==> src/rtl/cpu_pkg.sv <==
// -----------------------------------------------------------------------------
// cpu_pkg
//   Definitions shared by banco_registradores, the ULA and mult_sequencial.
//
//   LARGURA_DADO : datapath width of the CPU (register file words, ULA operands)
//   estado_t     : state encoding of the sequential multiplier FSM
//                  OCIOSO = idle, CALC = one partial product per clock,
//                  FIM = publish the product and pulse pronto
// -----------------------------------------------------------------------------
package cpu_pkg;

  localparam int unsigned LARGURA_DADO = 16;

  // Binary encoded; values are fixed so other stages and debug views can decode them.
  typedef enum logic [1:0] {
    OCIOSO = 2'd0,
    CALC   = 2'd1,
    FIM    = 2'd2
  } estado_t;

  // Width of the iteration counter for a LARGURA-bit multiplier.
  function automatic int unsigned largura_cont(input int unsigned largura);
    return $clog2(largura) + 1;
  endfunction

endpackage

==> src/rtl/mult_sequencial.sv <==
// -----------------------------------------------------------------------------
// mult_sequencial
//   Radix-2 unsigned shift-add multiplier for the ULA. One partial product is
//   accumulated per clock; the full 2*LARGURA-bit product is published in
//   resultado together with a one-cycle pronto pulse.
//
//   Ports
//     clk        in   stage clock, all flops on posedge
//     reset_n    in   asynchronous active-low reset
//     ini        in   start request (level); only its rising edge starts an operation
//     A          in   multiplicand, unsigned, sampled at start
//     B          in   multiplier, unsigned, sampled at start
//     resultado  out  registered product, held until the next completion
//     ocupado    out  high while an operation is in progress
//     pronto     out  one-cycle pulse when resultado is updated
//
//   Timing (LARGURA=16): start edge k, CALC edges k+1..k+16, resultado/pronto
//   after edge k+17, next start accepted at edge k+18.
// -----------------------------------------------------------------------------
module mult_sequencial
  import cpu_pkg::*;
#(
  parameter int unsigned LARGURA = LARGURA_DADO
) (
  input  logic                   clk,
  input  logic                   reset_n,
  input  logic                   ini,
  input  logic [LARGURA-1:0]     A,
  input  logic [LARGURA-1:0]     B,
  output logic [2*LARGURA-1:0]   resultado,
  output logic                   ocupado,
  output logic                   pronto
);

  localparam int unsigned LargCont = largura_cont(LARGURA);
  localparam logic [LargCont-1:0] UltimoPasso = LargCont'(LARGURA - 1);

  estado_t               estado;
  logic                  ini_q;
  logic [LARGURA-1:0]    m;      // latched multiplicand
  logic [2*LARGURA-1:0]  p;      // {accumulator, remaining multiplier bits}
  logic [LargCont-1:0]   cont;

  logic                  inicio;
  logic [LARGURA-1:0]    parcela;
  logic [LARGURA:0]      soma;   // one extra bit keeps the carry of the add

  // ini_q follows ini every cycle, so a held-high ini yields a single start.
  assign inicio = ini & ~ini_q;

  always_comb begin
    parcela = p[0] ? m : '0;
    soma    = {1'b0, p[2*LARGURA-1:LARGURA]} + {1'b0, parcela};
  end

  always_ff @(posedge clk or negedge reset_n) begin
    if (!reset_n) begin
      estado    <= OCIOSO;
      ini_q     <= 1'b0;
      m         <= '0;
      p         <= '0;
      cont      <= '0;
      resultado <= '0;
      ocupado   <= 1'b0;
      pronto    <= 1'b0;
    end else begin
      ini_q  <= ini;
      pronto <= 1'b0;

      unique case (estado)
        OCIOSO: begin
          if (inicio) begin
            m       <= A;
            p       <= {{LARGURA{1'b0}}, B};
            cont    <= '0;
            ocupado <= 1'b1;
            estado  <= CALC;
          end
        end

        CALC: begin
          // Shift right with the add carry entering the MSB.
          p    <= {soma, p[LARGURA-1:1]};
          cont <= cont + 1'b1;
          if (cont == UltimoPasso) begin
            estado <= FIM;
          end
        end

        FIM: begin
          resultado <= p;
          pronto    <= 1'b1;
          ocupado   <= 1'b0;
          estado    <= OCIOSO;
        end

        default: begin
          estado  <= OCIOSO;
          ocupado <= 1'b0;
        end
      endcase
    end
  end

endmodule

==> config.mk <==
export PLATFORM = sky130hd
export DESIGN_NAME = mult_sequencial
export DESIGN_NICKNAME = d
export VERILOG_FILES = /design/src/rtl/cpu_pkg.sv /design/src/rtl/mult_sequencial.sv
export SDC_FILE = /design/constraint.sdc
export NUM_CORES = 1
export LEC_CHECK = 0
export CAP_MARGIN = 20
export CORE_MARGIN = 3
export CORE_UTILIZATION = 30
export CTS_CLUSTER_SIZE = 30
export DETAILED_ROUTE_END_ITERATION = 7
export GPL_ROUTABILITY_DRIVEN = 1
export MAX_ROUTING_LAYER = met4
export PLACE_DENSITY = 0.56
export SYNTH_ARGS = -nofsm -noshare
export SYNTH_HDL_FRONTEND = slang
export SYNTH_SLANG_ARGS = --single-unit
==> constraint.sdc <==
create_clock -name clk -period 2.4 [get_ports clk]
set_input_delay 0.24 -clock clk [delete_from_list [all_inputs] [get_ports clk]]
set_output_delay 0.24 -clock clk [all_outputs]
set_load 0.01 [all_outputs]
After elaboration in Yosys (flattened, before gate mapping) --
Index checks and enable logic that the tools add are counted.
Storage, ports and cells: bits in writable memories 0, logic and storage cells 35, bits in latches 0, output and inout port bits 34, memory bits (read-only) 0, memories kept 0, register bits 90, bits of input ports 35
Operators by class: eq/ne operators 5, reductions and logical operators 6, $add $sub $neg 2, multiplexer cells 11, shift operators 0, order comparisons 0, multiply operators 0, divide/modulo/power cells 0, bitwise operators 3
Operator list (count):
- 32-bit case mux with 2 select lines | 1
- 32-bit two-way mux | 1
- 16-bit by 16-bit adder with 17-bit output | 1
- 16-bit two-way mux | 1
- 5-bit case mux with 2 select lines | 1
- 2-bit AND reduction | 4
- 5-bit by 1-bit adder with 5-bit output, second input constant | 1
- 5-bit by 4-bit equality test with 1-bit output, second input constant | 1
- 5-bit two-way mux | 1
- 2-bit two-way mux | 2
- 2-bit inequality test, second input constant | 2
- 2-bit case mux with 2 select lines | 1
- 2-bit by 1-bit equality test with 1-bit output, second input constant | 1
- 2-bit equality test, second input constant | 1
- 2-bit logical NOT | 1
- 1-bit two-way mux | 2
- 1-bit inverter | 2
- 1-bit case mux with 2 select lines | 1
- 2-bit nonzero test | 1
- 1-bit AND | 1

Logic depth before layout (Yosys ltp) --
depth after elaboration 4, depth in mapped cells 10, gate-level depth less buffers 9

Worst setup path before layout --
No wires, ideal clock.
kind reg2reg, start point register p[0], end point register p[25], data arrival time 2356 ps, cell stages (with the launch flop) 11, required time 2274 ps, setup slack -82 ps, clock period less this slack 2482 ps, library setup time 126 ps, buffers on the path 1, cells stage by stage dfrtp_1 > clkbuf_1 > and2_1 > ha_1 > inv_1 > fa_1 > nor2b_1 > o211ai_2 > a31oi_2 > a211oi_1 > a221o_1
On the way: cells in the longest elaborated chain, start to end 3
Ends and longest elaborated chain:
- start, declared | RTL line mult_sequencial.sv:41 | logic [2*LARGURA-1:0] p;
- start signal, assigned | RTL line mult_sequencial.sv:74 | p <= {{LARGURA{1'b0}}, B};
- start signal, assigned | RTL line mult_sequencial.sv:83 | p <= {soma, p[LARGURA-1:1]};
- 16-bit two-way mux | RTL line mult_sequencial.sv:52 | parcela = p[0] ? m : '0;
- 16-bit by 16-bit adder with 17-bit output | RTL line mult_sequencial.sv:53 | soma = {1'b0, p[2*LARGURA-1:LARGURA]} + {1'b0, parcela};
- 32-bit case mux with 2 select lines | RTL line mult_sequencial.sv:70 | unique case (estado)
No other way between the ends. A chain may end at the register's enable or synchronous reset.

Final worst setup path --
start point register p[0], end point register p[30]
The elaborated chain is that of the path after synthesis.

==> flow_summary.json <==
{
  "result_of_the_run": "finished with violations",
  "violations": "negative hold slack",
  "number_of_global_route_vias_before_repair": 3503,
  "clkLatencyLatePin_ns": 0.35,
  "cts.sink_count": 90,
  "drt_pass1_iterations": 4,
  "worstRegToRegCells": 8,
  "worst_setup_path_start_kind": "flop",
  "synth.top_cells.by_area": "sky130_fd_sc_hd__dfrtp_1, sky130_fd_sc_hd__mux2_2, sky130_fd_sc_hd__nand2_1, sky130_fd_sc_hd__ha_1, sky130_fd_sc_hd__nor2_1",
  "iteration_0_drc_markers": 182,
  "met3_wire_len_microns": 366,
  "post_layout_nets": 574,
  "syn-num-nets": 488,
  "dr_wl_met2_microns": 4880,
  "synth_area_sq_mm": 0.00440,
  "fp.coreArea_sq_mm": 0.0141,
  "critical_path.max_fanout": 7,
  "drc": 0,
  "placedInstanceArea_sq_mm": 0.00543,
  "timing_worst_setup_path_type": "reg2reg",
  "route.vias.total": 3395,
  "slew_viol_final": 0,
  "postSynthCellCount": 434,
  "tightest_slew_ns": 1.07,
  "cp.arrival_ns": 2.56,
  "timing.max_cap.violations": 0,
  "track_usage_pct": 14.5,
  "pwr-share-clk_pct": 17.2,
  "synth_enable_flop_cells": 0,
  "fillers": 1382,
  "classification_of_the_worst_slack_hold_path": "in2async",
  "clkSlewWorstSetupHoldPaths_ns": 0.06,
  "synth.top_cell.area_share_pct": 51.2,
  "hold_buffer_count_at_cts": 0,
  "die_area_sq_mm": 0.0162,
  "wl_met1_microns": 5170,
  "drive_above_1_share_pct": 18.9,
  "avgRoutedWirePerCell_microns": 15.1,
  "h-tree-depth": 3,
  "highest_layer": "met4",
  "comb_power_share_pct": 49.1,
  "finalClockSkew_ns": 0.00952,
  "antenna_found_initial": 0,
  "post-route-cell-area_sq_mm": 0.00578,
  "list_of_most_frequent_post_synthesis_cells": "sky130_fd_sc_hd__dfrtp_1, sky130_fd_sc_hd__nand2_1, sky130_fd_sc_hd__nor2_1, sky130_fd_sc_hd__mux2_2, sky130_fd_sc_hd__o21ai_0",
  "netlist.top_cell.by_area": "sky130_fd_sc_hd__dfrtp_1",
  "initial_core_util_pct": 31.2,
  "vdd_ir_drop_max_mv": 0.431,
  "hold_ws_ns": -0.0350,
  "clock_tree_from_tritoncts": "yes",
  "num_cts_buffers": 9,
  "grt_pass1_wl_microns": 18000,
  "avgViaCountPerCell": 4.82,
  "n_antenna_cell": 0,
  "cp-startpoint": "p[0]",
  "p_switching_uw": 2920,
  "pin_count_of_the_biggest_net_entering_global_routing": 61,
  "internal_power_uw": 4800,
  "post_synth_num_cell_types": 50,
  "setup_violations": 0,
  "leakage_uw": 0.00268,
  "area_growth_pct": 31.3,
  "reg2reg_slack_ns": 0.08,
  "finalCriticalPeriod_ns": 2.32,
  "seqPwrFrac_pct": 33.7,
  "worst_ep_required_time_ns": 2.64,
  "switching_share_pct": 37.8,
  "gpl.final_weighted_congestion": 0.843,
  "grt.overflow.total": 0,
  "hpwl_microns": 7850,
  "synth_area_per_cell_sq_um": 10.1,
  "synth_seq_cells": 90,
  "ys_async_sr_fraction_pct": 100,
  "worst_slew_margin_rel_pct": 28.6,
  "die_h_microns": 127,
  "place.port_buffers": 68,
  "max-clock-path-buffers": 2,
  "power.density_mw_per_mm2": 1340,
  "top_level_ports": 69,
  "drt.antenna.violating_nets": 0,
  "yosysSeqAreaShare_pct": 51.2,
  "report.final.hold_viol_count": 35,
  "ys.flop_type": "sky130_fd_sc_hd__dfrtp_1",
  "total_length_of_routed_wires_microns": 10700,
  "reg2reg_from": "p[0]",
  "fp.dieW_microns": 127,
  "yosys.cell_count.top_type": "sky130_fd_sc_hd__dfrtp_1",
  "placementRows": 43,
  "regToRegEndpoint": "p[30]",
  "fmaxAchievable_ghz": 0.431,
  "min_period_over_period_pct": 96.7,
  "cts_root_buffer": "sky130_fd_sc_hd__clkbuf_16",
  "setup.worst_path.end_class": "flop",
  "yosysWarnings": 0
}
-- logic make-up after synthesis --
| logic type | count (synthesis) | synth area share, % |
|---|---|---|
| and+or+nand+nor | 166 | 17.1 |
| AOI/OAI and AO/OA | 90 | 14.0 |
| muxes | 31 | 7.93 |
| xor gates and xnor gates | 6 | 1.19 |
| adders and majority gates | 19 | 5.57 |
| buffers and inverters | 32 | 3.07 |
| DFF | 90 | 51.2 |
-- cells in the final DEF (no fill, tap or decap), drive strengths merged, types with 3 or more instances in the layout --
master,netlist,layout
nand2,73,73
dfrtp,90,90
a221o,3,3
o31ai,3,3
inv,11,11
xnor2,3,3
clkbuf,14,12
o211ai,3,3
nand3,12,12
ha,18,18
and2,19,19
nor2b,3,3
buf,7,29
a211oi,5,5
clkdlybuf4s50,0,67
and3,4,4
clkinv,0,3
nand4,5,5
xor2,3,3
o22ai,16,16
o21ai,24,24
mux2,31,31
a21oi,15,15
nand2b,4,4
a21o,6,6
nor2,41,41
-- power by group through the flow --
stage | Clock, uW | Sequential (uW) | Combinational [uW]
floorplan | 0 | 2570 | 2350
detailed placement | 0 | 2630 | 3670
finish | 1330 | 2600 | 3790
CTS | 1380 | 2610 | 3700
global route | 1460 | 2700 | 4250
global placement | 0 | 2630 | 3610
-- worst max-delay path: stages (launching register included) --
cell and delay, ns:
sky130_fd_sc_hd__dfrtp_2 0.44, sky130_fd_sc_hd__buf_4 0.17, sky130_fd_sc_hd__and2_1 0.15, sky130_fd_sc_hd__ha_1 0.30
sky130_fd_sc_hd__and3_4 0.19, sky130_fd_sc_hd__and2_2 0.19, sky130_fd_sc_hd__and4_4 0.18, sky130_fd_sc_hd__or3_1 0.35
sky130_fd_sc_hd__a32o_1 0.25
-- flip-flops by register name, summed over array words and instances, names as in the netlist --
| register | count |
|---|---|
| cont | 5 |
| estado | 2 |
| ini_q | 1 |
| m | 16 |
| ocupado | 1 |
| p | 32 |
| pronto | 1 |
| resultado | 32 |
-- area by class of cell --
class	count	area (sq um)	area share [%]
clock buffers	12	256	4.44
flip-flops and latches	90	2250	39.0
multi-input cells	312	2080	35.9
repair buffers	96	901	15.6
clock inverters	4	26.3	0.455
well taps	180	225	3.90
inverters	11	41.3	0.714
-- repair_timing --
item | in CTS | in global routing
endpoints found under the hold margin | 0 | 0
setup buffers | 0 | 2
gates resized for setup | 0 | 10
setup endpoints to repair | 0 | 6
-- worst max path at each step --
stage                  to  depth (start not counted)
CTS                 p[25]                          9
floorplan           p[31]                         10
finish              p[30]                          8
global placement    p[25]                          9
global route        p[29]                          9
detailed placement  p[25]                          9
-- per-layer routing --
metal,vias up,track usage (%)
li1,1691,-
met1,1619,19.3
met2,68,21.7
met3,17,2.72
met4,0,6.31
met5,-,-
-- through the flow --
step	setup WS [ns]	std cells	total power [uW]	TNS [ns]	utilization, %
final	0.0800	705	7720	0	41.0
after global routing	-0.0166	705	8410	-0.0268	41.0
after CTS	0.00338	703	7680	0	40.5
after detailed placement	0.0310	687	6300	0	38.5
after global placement	0.0764	687	6240	0	38.5
after floorplan	0.0340	434	4920	0	-
(Power assumes the default switching activity.)
